File: config.mk
export PLATFORM = sky130hd
export DESIGN_NAME = hit_scheduler_flat
export DESIGN_NICKNAME = d
export VERILOG_FILES = /design/src/rtl/hitbox_pkg.sv /design/src/rtl/hit_scheduler_if.sv /design/src/rtl/hitbox_dist_pipe.sv /design/src/rtl/hit_scheduler.sv /design/src/flat_wrapper.sv
export SDC_FILE = /design/constraint.sdc
export NUM_CORES = 1
export LEC_CHECK = 0
export CAP_MARGIN = 25
export CORE_ASPECT_RATIO = 0.75
export CORE_UTILIZATION = 65
export CTS_CLUSTER_SIZE = 8
export DETAILED_ROUTE_END_ITERATION = 8
export HOLD_SLACK_MARGIN = 0.05
export PLACE_DENSITY = 0.89
export SLEW_MARGIN = 20
export SYNTH_ARGS = -nofsm -noshare
export SYNTH_HDL_FRONTEND = slang
export SYNTH_HIERARCHICAL = 1
export SYNTH_SLANG_ARGS = --single-unit
File: constraint.sdc
create_clock -name Clk -period 17.4 [get_ports Clk]
set_input_delay 2.61 -clock Clk [delete_from_list [all_inputs] [get_ports Clk]]
set_output_delay 2.61 -clock Clk [all_outputs]
set_load 0.02 [all_outputs]
File: src/rtl/hitbox_pkg.sv
// hitbox_pkg: shared constants, state type and width helper for the hit scheduler
package hitbox_pkg;
  localparam int COORD_W_DFLT = 10;
  localparam int DIST_W_DFLT = 2 * COORD_W_DFLT + 2;
  localparam int DRAIN_CYCLES = 2;
  typedef enum logic [1:0] {IDLE, SCAN, DRAIN, DONE} state_t;
  function automatic int dist_w(input int cw);
    return 2 * cw + 2;
  endfunction
endpackage

File: src/rtl/hit_scheduler_if.sv
// hit_scheduler_if: slot/target inputs and mask outputs of the hit scheduler
interface hit_scheduler_if #(
  parameter int NUM_SLOTS = 4,
  parameter int COORD_W = 10
);
  logic frame_start;
  logic [NUM_SLOTS-1:0] slot_valid;
  logic [NUM_SLOTS-1:0][COORD_W-1:0] slot_x;
  logic [NUM_SLOTS-1:0][COORD_W-1:0] slot_y;
  logic [NUM_SLOTS-1:0][COORD_W-1:0] slot_r;
  logic [COORD_W-1:0] target_x;
  logic [COORD_W-1:0] target_y;
  logic [COORD_W-1:0] target_r;
  logic busy;
  logic result_valid;
  logic [NUM_SLOTS-1:0] hit_mask;
  logic [NUM_SLOTS-1:0] new_hit_mask;
  logic overrun;
  modport master (
    output frame_start, slot_valid, slot_x, slot_y, slot_r, target_x, target_y, target_r,
    input busy, result_valid, hit_mask, new_hit_mask, overrun
  );
  modport slave (
    input frame_start, slot_valid, slot_x, slot_y, slot_r, target_x, target_y, target_r,
    output busy, result_valid, hit_mask, new_hit_mask, overrun
  );
endinterface

File: src/rtl/hitbox_dist_pipe.sv
// hitbox_dist_pipe: two-stage circle-contact test, deltas then squared-distance compare
module hitbox_dist_pipe
  import hitbox_pkg::*;
#(
  parameter int COORD_W = COORD_W_DFLT,
  parameter int IDX_W = 2
) (
  input  logic clk,
  input  logic rst,
  input  logic issue_valid,
  input  logic [IDX_W-1:0] issue_idx,
  input  logic [COORD_W-1:0] slot_x,
  input  logic [COORD_W-1:0] slot_y,
  input  logic [COORD_W-1:0] slot_r,
  input  logic [COORD_W-1:0] target_x,
  input  logic [COORD_W-1:0] target_y,
  input  logic [COORD_W-1:0] target_r,
  output logic res_valid,
  output logic [IDX_W-1:0] res_idx,
  output logic res_hit
);
  localparam int DW = dist_w(COORD_W);
  logic s1_valid;
  logic [IDX_W-1:0] s1_idx;
  logic signed [COORD_W:0] dx, dy;
  logic [COORD_W:0] rs;
  logic signed [DW-1:0] dxe, dye;
  logic [DW-1:0] d2, rs2;
  // full-width squares: sign-extend deltas so nothing wraps or truncates
  always_comb begin
    dxe = DW'(dx);
    dye = DW'(dy);
    d2 = $unsigned(dxe * dxe) + $unsigned(dye * dye);
    rs2 = DW'(rs) * DW'(rs);
  end
  // stage 1: signed deltas and radius sum
  always_ff @(posedge clk) begin
    if (rst) begin
      s1_valid <= 1'b0;
      s1_idx <= '0;
      dx <= '0;
      dy <= '0;
      rs <= '0;
    end else begin
      s1_valid <= issue_valid;
      s1_idx <= issue_idx;
      dx <= $signed({1'b0, target_x}) - $signed({1'b0, slot_x});
      dy <= $signed({1'b0, target_y}) - $signed({1'b0, slot_y});
      rs <= {1'b0, slot_r} + {1'b0, target_r};
    end
  end
  // stage 2: inclusive contact compare
  always_ff @(posedge clk) begin
    if (rst) begin
      res_valid <= 1'b0;
      res_idx <= '0;
      res_hit <= 1'b0;
    end else begin
      res_valid <= s1_valid;
      res_idx <= s1_idx;
      res_hit <= d2 <= rs2;
    end
  end
endmodule

File: src/rtl/hit_scheduler.sv
// hit_scheduler: per-frame scan of attack slots against one target through a shared distance pipe
module hit_scheduler
  import hitbox_pkg::*;
#(
  parameter int NUM_SLOTS = 4,
  parameter int COORD_W = COORD_W_DFLT
) (
  input logic Clk,
  input logic Reset,
  hit_scheduler_if.slave bus
);
  localparam int IDX_W = NUM_SLOTS > 1 ? $clog2(NUM_SLOTS) : 1;
  localparam logic [IDX_W-1:0] LAST = IDX_W'(NUM_SLOTS - 1);
  state_t state, state_nxt;
  logic [IDX_W-1:0] idx;
  logic drain_cnt;
  logic [COORD_W-1:0] tx, ty, tr;
  logic [NUM_SLOTS-1:0] shadow, shadow_nxt, prev, hit_q, new_q;
  logic overrun_q;
  logic issue_valid;
  logic res_valid, res_hit;
  logic [IDX_W-1:0] res_idx;
  // next state, issue qualifier and shadow accumulation
  always_comb begin
    state_nxt = state == IDLE ? (bus.frame_start ? SCAN : IDLE) :
                state == SCAN ? (idx == LAST ? DRAIN : SCAN) :
                state == DRAIN ? (drain_cnt == 1'(DRAIN_CYCLES - 1) ? DONE : DRAIN) : IDLE;
    issue_valid = state == SCAN && bus.slot_valid[idx];
    shadow_nxt = shadow | (res_valid && res_hit ? NUM_SLOTS'(1) << res_idx : '0);
  end
  // invalid slots never enter the pipe valid, so their bit stays 0
  hitbox_dist_pipe #(.COORD_W(COORD_W), .IDX_W(IDX_W)) u_pipe (
    .clk(Clk),
    .rst(Reset),
    .issue_valid(issue_valid),
    .issue_idx(idx),
    .slot_x(bus.slot_x[idx]),
    .slot_y(bus.slot_y[idx]),
    .slot_r(bus.slot_r[idx]),
    .target_x(tx),
    .target_y(ty),
    .target_r(tr),
    .res_valid(res_valid),
    .res_idx(res_idx),
    .res_hit(res_hit)
  );
  // state, target snapshot, shadow/prev masks and published masks
  always_ff @(posedge Clk) begin
    if (Reset) begin
      state <= IDLE;
      idx <= '0;
      drain_cnt <= 1'b0;
      tx <= '0;
      ty <= '0;
      tr <= '0;
      shadow <= '0;
      prev <= '0;
      hit_q <= '0;
      new_q <= '0;
      overrun_q <= 1'b0;
    end else begin
      state <= state_nxt;
      idx <= state == SCAN ? idx + 1'b1 : '0;
      drain_cnt <= state == DRAIN ? drain_cnt + 1'b1 : 1'b0;
      shadow <= state == IDLE ? '0 : shadow_nxt;
      if (state == IDLE && bus.frame_start) begin
        tx <= bus.target_x;
        ty <= bus.target_y;
        tr <= bus.target_r;
      end
      if (state == DRAIN && state_nxt == DONE) begin
        hit_q <= shadow_nxt;
        new_q <= shadow_nxt & ~prev;
        prev <= shadow_nxt;
      end
      if (bus.frame_start && state != IDLE) overrun_q <= 1'b1;
    end
  end
  assign bus.busy = state != IDLE;
  assign bus.result_valid = state == DONE;
  assign bus.hit_mask = hit_q;
  assign bus.new_hit_mask = new_q;
  assign bus.overrun = overrun_q;
endmodule

File: src/flat_wrapper.sv
// flat-port wrapper written by rule: the top's interface ports become plain ports
module hit_scheduler_flat import hitbox_pkg::*;
#(
  parameter int NUM_SLOTS = 4,
  parameter int COORD_W = COORD_W_DFLT
)
  (Clk, Reset, bus_frame_start, bus_slot_valid, bus_slot_x, bus_slot_y, bus_slot_r, bus_target_x, bus_target_y, bus_target_r, bus_busy, bus_result_valid, bus_hit_mask, bus_new_hit_mask, bus_overrun);
  hit_scheduler_if #(.NUM_SLOTS(NUM_SLOTS), .COORD_W(COORD_W)) bus_i ();
  input logic Clk;
  input logic Reset;
  input wire logic [$bits(bus_i.frame_start)-1:0] bus_frame_start;
  input wire logic [$bits(bus_i.slot_valid)-1:0] bus_slot_valid;
  input wire logic [$bits(bus_i.slot_x)-1:0] bus_slot_x;
  input wire logic [$bits(bus_i.slot_y)-1:0] bus_slot_y;
  input wire logic [$bits(bus_i.slot_r)-1:0] bus_slot_r;
  input wire logic [$bits(bus_i.target_x)-1:0] bus_target_x;
  input wire logic [$bits(bus_i.target_y)-1:0] bus_target_y;
  input wire logic [$bits(bus_i.target_r)-1:0] bus_target_r;
  output wire logic [$bits(bus_i.busy)-1:0] bus_busy;
  output wire logic [$bits(bus_i.result_valid)-1:0] bus_result_valid;
  output wire logic [$bits(bus_i.hit_mask)-1:0] bus_hit_mask;
  output wire logic [$bits(bus_i.new_hit_mask)-1:0] bus_new_hit_mask;
  output wire logic [$bits(bus_i.overrun)-1:0] bus_overrun;
  assign bus_i.frame_start = bus_frame_start;
  assign bus_i.slot_valid = bus_slot_valid;
  assign bus_i.slot_x = bus_slot_x;
  assign bus_i.slot_y = bus_slot_y;
  assign bus_i.slot_r = bus_slot_r;
  assign bus_i.target_x = bus_target_x;
  assign bus_i.target_y = bus_target_y;
  assign bus_i.target_r = bus_target_r;
  assign bus_busy = bus_i.busy;
  assign bus_result_valid = bus_i.result_valid;
  assign bus_hit_mask = bus_i.hit_mask;
  assign bus_new_hit_mask = bus_i.new_hit_mask;
  assign bus_overrun = bus_i.overrun;
  hit_scheduler #(.NUM_SLOTS(NUM_SLOTS), .COORD_W(COORD_W)) u_core (.Clk(Clk), .Reset(Reset), .bus(bus_i));
endmodule
==> key figures <==
Status
  • Outcome: finished clean

Logic synthesis
  • Ys Warns: 6
  • Post-synth top area share: 35.5%
  • Syn Std Cell Area: 0.0171 mm²
  • Syn_nets: 2493
  • Post-Syn Instances: ~1800
  • Largest area contributor in the synthesized netlist: fa_1
  • Top post-synthesis cells by count: inv_1, fa_1, ha_1
  • Syn_area_per_cell: 9.26 µm²
  • Top-count cell post-synth: inv_1
  • Count of state elements after synthesis: 88
  • Post-synth EDFFs: 0
  • Ys flop type: dfxtp_1
  • Asr flop ratio synth: 0%
  • Sequential area share after synthesis: 10.3%
  • Distinct cells, synth: 60
  • Top cells by area, synth: fa_1, ha_1, dfxtp_1

Worst setup path
  • Max incr delay on CP: between 0.8 and 0.9 ns
  • Worst path buffer plus inverter count: 5
  • Cell class contributing the biggest share of worst-path delay: adder cells
  • Internal reg-to-reg setup slack: 8.92 ns
  • CP max FO: 24
  • Crit path launch type: flop
  • Worst Setup End Kind: flop
  • Kind of critical path: flop to flop
  • Crit-path most repeated cell: fa_1
  • Worst EP required: 17.68 ns
  • Critical Path AT: 8.76 ns
  • Slowest-stage cell, CP: dfxtp_1

Timing
  • Slew Viols, Final: 0
  • Post-route minimum period: 8.48 ns
  • Slew headroom: 47.2%
  • RSZ-0062 raised after global routing: no
  • Pin slew with the least headroom to its limit: ~0.79 ns
  • Tcrit/Tclk final: between 40% and 50%
  • Final Hold Vio Count: 0
  • Setup violators final: 0
  • Final clock skew: 0.0141 ns
  • FMAX: 118 MHz
  • TNS Setup: 0 ns

Layout
  • Final #Nets: approximately 2600
  • Share of post-route cells with drive strength above 1: under 10%
  • Area growth from synthesis to layout: 12.6%
  • Fillers: between 1500 and 2000

CTS
  • Cts hold-fix bufs: 0
  • H-tree levels: 3
  • TritonCTS Buffers: 9
  • Clock Tree Root: clkbuf_16
  • Setup bufs post-CTS: 0
  • CTS tree: built
  • Clock Latency Late Sink: 0.36 ns
  • PostCTS Resize Cnt: 0
  • Deepest clock path buffer count: 2
  • Clock Sinks: 88
  • Worst-path clk slew: 0.08 ns

GRT
  • GRT overflow: 0
  • GRT Util Overall: 32.1%
  • Initial antenna violation count: 1
  • First-pass GRT wire length: roughly 68000 µm
  • Number of global-route vias before repair: between 10000 and 15000
  • Largest net degree at the start of global routing: slightly above 70

Placed design
  • Routability cong.: approximately 0.90
  • Buffers on Ports: 167
  • HPWL Detailed: 33100 µm

Drt
  • Initial DRC Count: 761
  • # DRC: 0
  • Routed Antenna Nets: 0
  • Via density: 5.54
  • Via count: 12800
  • Total Wirelength: 39800 µm
  • WL/cell: 17.2 µm
  • Drt pass-1 iters: 6

Floorplan
  • Die H: 142 µm
  • Die Footprint: about 0.027 mm²
  • Starting Density: 67.4%
  • Core area: about 0.025 mm²
  • Row cnt: 50
  • IO Pins: 168
  • Chip width: 189 µm

Run
  • Max-Cap Viols: 0

Hold path
  • Hold WC Path Type: flop to flop
[flip-flops by register name, indices dropped and copies added, names as in the netlist]
register	cells
u_core/ty	10
u_core/shadow	4
u_core/u_pipe/res_hit	1
u_core/u_pipe/dy	11
u_core/bus.new_hit_mask	4
u_core/u_pipe/res_idx	2
u_core/prev	4
u_core/state	2
u_core/u_pipe/s1_valid	1
u_core/u_pipe/rs	11
u_core/u_pipe/res_valid	1
u_core/u_pipe/s1_idx	2
u_core/tr	10
u_core/bus.overrun	1
u_core/u_pipe/dx	11
u_core/idx	2
u_core/drain_cnt	1
u_core/tx	10
[worst paths after layout]
| kind | from | end | depth (start not counted) |
|---|---|---|---|
| worst min register to register | u_core/tx[2]$_SDFFE_PP0P_ | u_core/tx[2]$_SDFFE_PP0P_ | 2 |
| worst max-delay path | u_core/u_pipe/dy[10]$_SDFF_PP0_ | u_core/u_pipe/res_hit$_SDFF_PP0_ | 28 |
| worst max register to register | u_core/u_pipe/dy[10]$_SDFF_PP0_ | u_core/u_pipe/res_hit$_SDFF_PP0_ | 28 |
| worst min-delay path | u_core/tx[2]$_SDFFE_PP0P_ | u_core/tx[2]$_SDFFE_PP0P_ | 2 |
[worst register-to-register path, delay by kind of cell, from the launching register on]
| kind | cells | cell delay, ns |
|---|---|---|
| AO/OA/AOI/OAI | 9 | 1.99 |
| adder cells (fa/ha/maj) | 9 | 3.95 |
| flip-flops | 1 | 0.83 |
| XOR/XNOR | 1 | 0.15 |
| AND/OR/NAND/NOR | 4 | 0.84 |
| buffers and inverters | 5 | 0.65 |
[metal layers]
layer  vias to the layer above  wire (µm)  GRT usage [%]
li1                       5914          -              -
met5                         -          0              0
met1                      6315      16000           39.5
met3                       103       2570           4.86
met4                         0       1390           12.0
met2                       477      19900           57.2
[cells in the final DEF, fill, tap and decap left out, types with 10 or more instances in the layout]
cell,netlist,final
xnor2_1,50,50
a211oi_1,10,10
nor2_1,72,72
nand2b_1,17,17
o21a_1,12,12
nand2_1,160,160
nor3_1,18,18
dfxtp_1,88,87
o21ai_0,29,29
a21o_1,22,22
ha_1,190,190
and2_1,78,78
fa_1,303,303
nor2b_1,48,48
inv_1,460,460
clkdlybuf4s50_1,0,166
xor2_1,30,30
mux4_2,27,27
a21oi_1,74,74
[cell type report]
type,count,area [µm²],area share (%)
Tap cell,338,423,2.20
Sequential cell,88,1760,9.17
Timing Repair Buffer,172,1710,8.91
Multi-Input combinational cell,1236,13300,69.1
Clock buffer,9,225,1.17
Antenna cell,1,2.50,0.0130
Inverter,460,1730,8.99
Clock inverter,7,77.6,0.404
[per-stage QoR]
step	cell area (µm²)	hold WS, ns	instances	util, %	setup WS [ns]
after floorplan	17100	0.414	1843	-	10.15
after global placement	18900	0.423	2293	74.6	9.45
after detailed placement	18900	0.440	2294	74.6	8.97
after CTS	19200	0.460	2310	75.8	8.94
after global routing	19200	0.474	2311	75.8	8.16
final	19200	0.461	2311	75.8	8.92
[kinds of logic (layout without fill, tap and decap cells)]
family,after synthesis,count (layout),synth area share (%)
adder cells (fa/ha/maj),493,493,49.5
AO/OA/AOI/OAI,195,195,7.32
AND/OR/NAND/NOR,435,435,12.6
flip-flops,88,88,10.3
other,0,1,0
multiplexers,33,33,4.30
XOR/XNOR,80,80,4.11
buffers and inverters,519,648,11.9
Power is not shown: default switching activity piles up to over one toggle a cycle in this logic, so the estimate is an artifact.
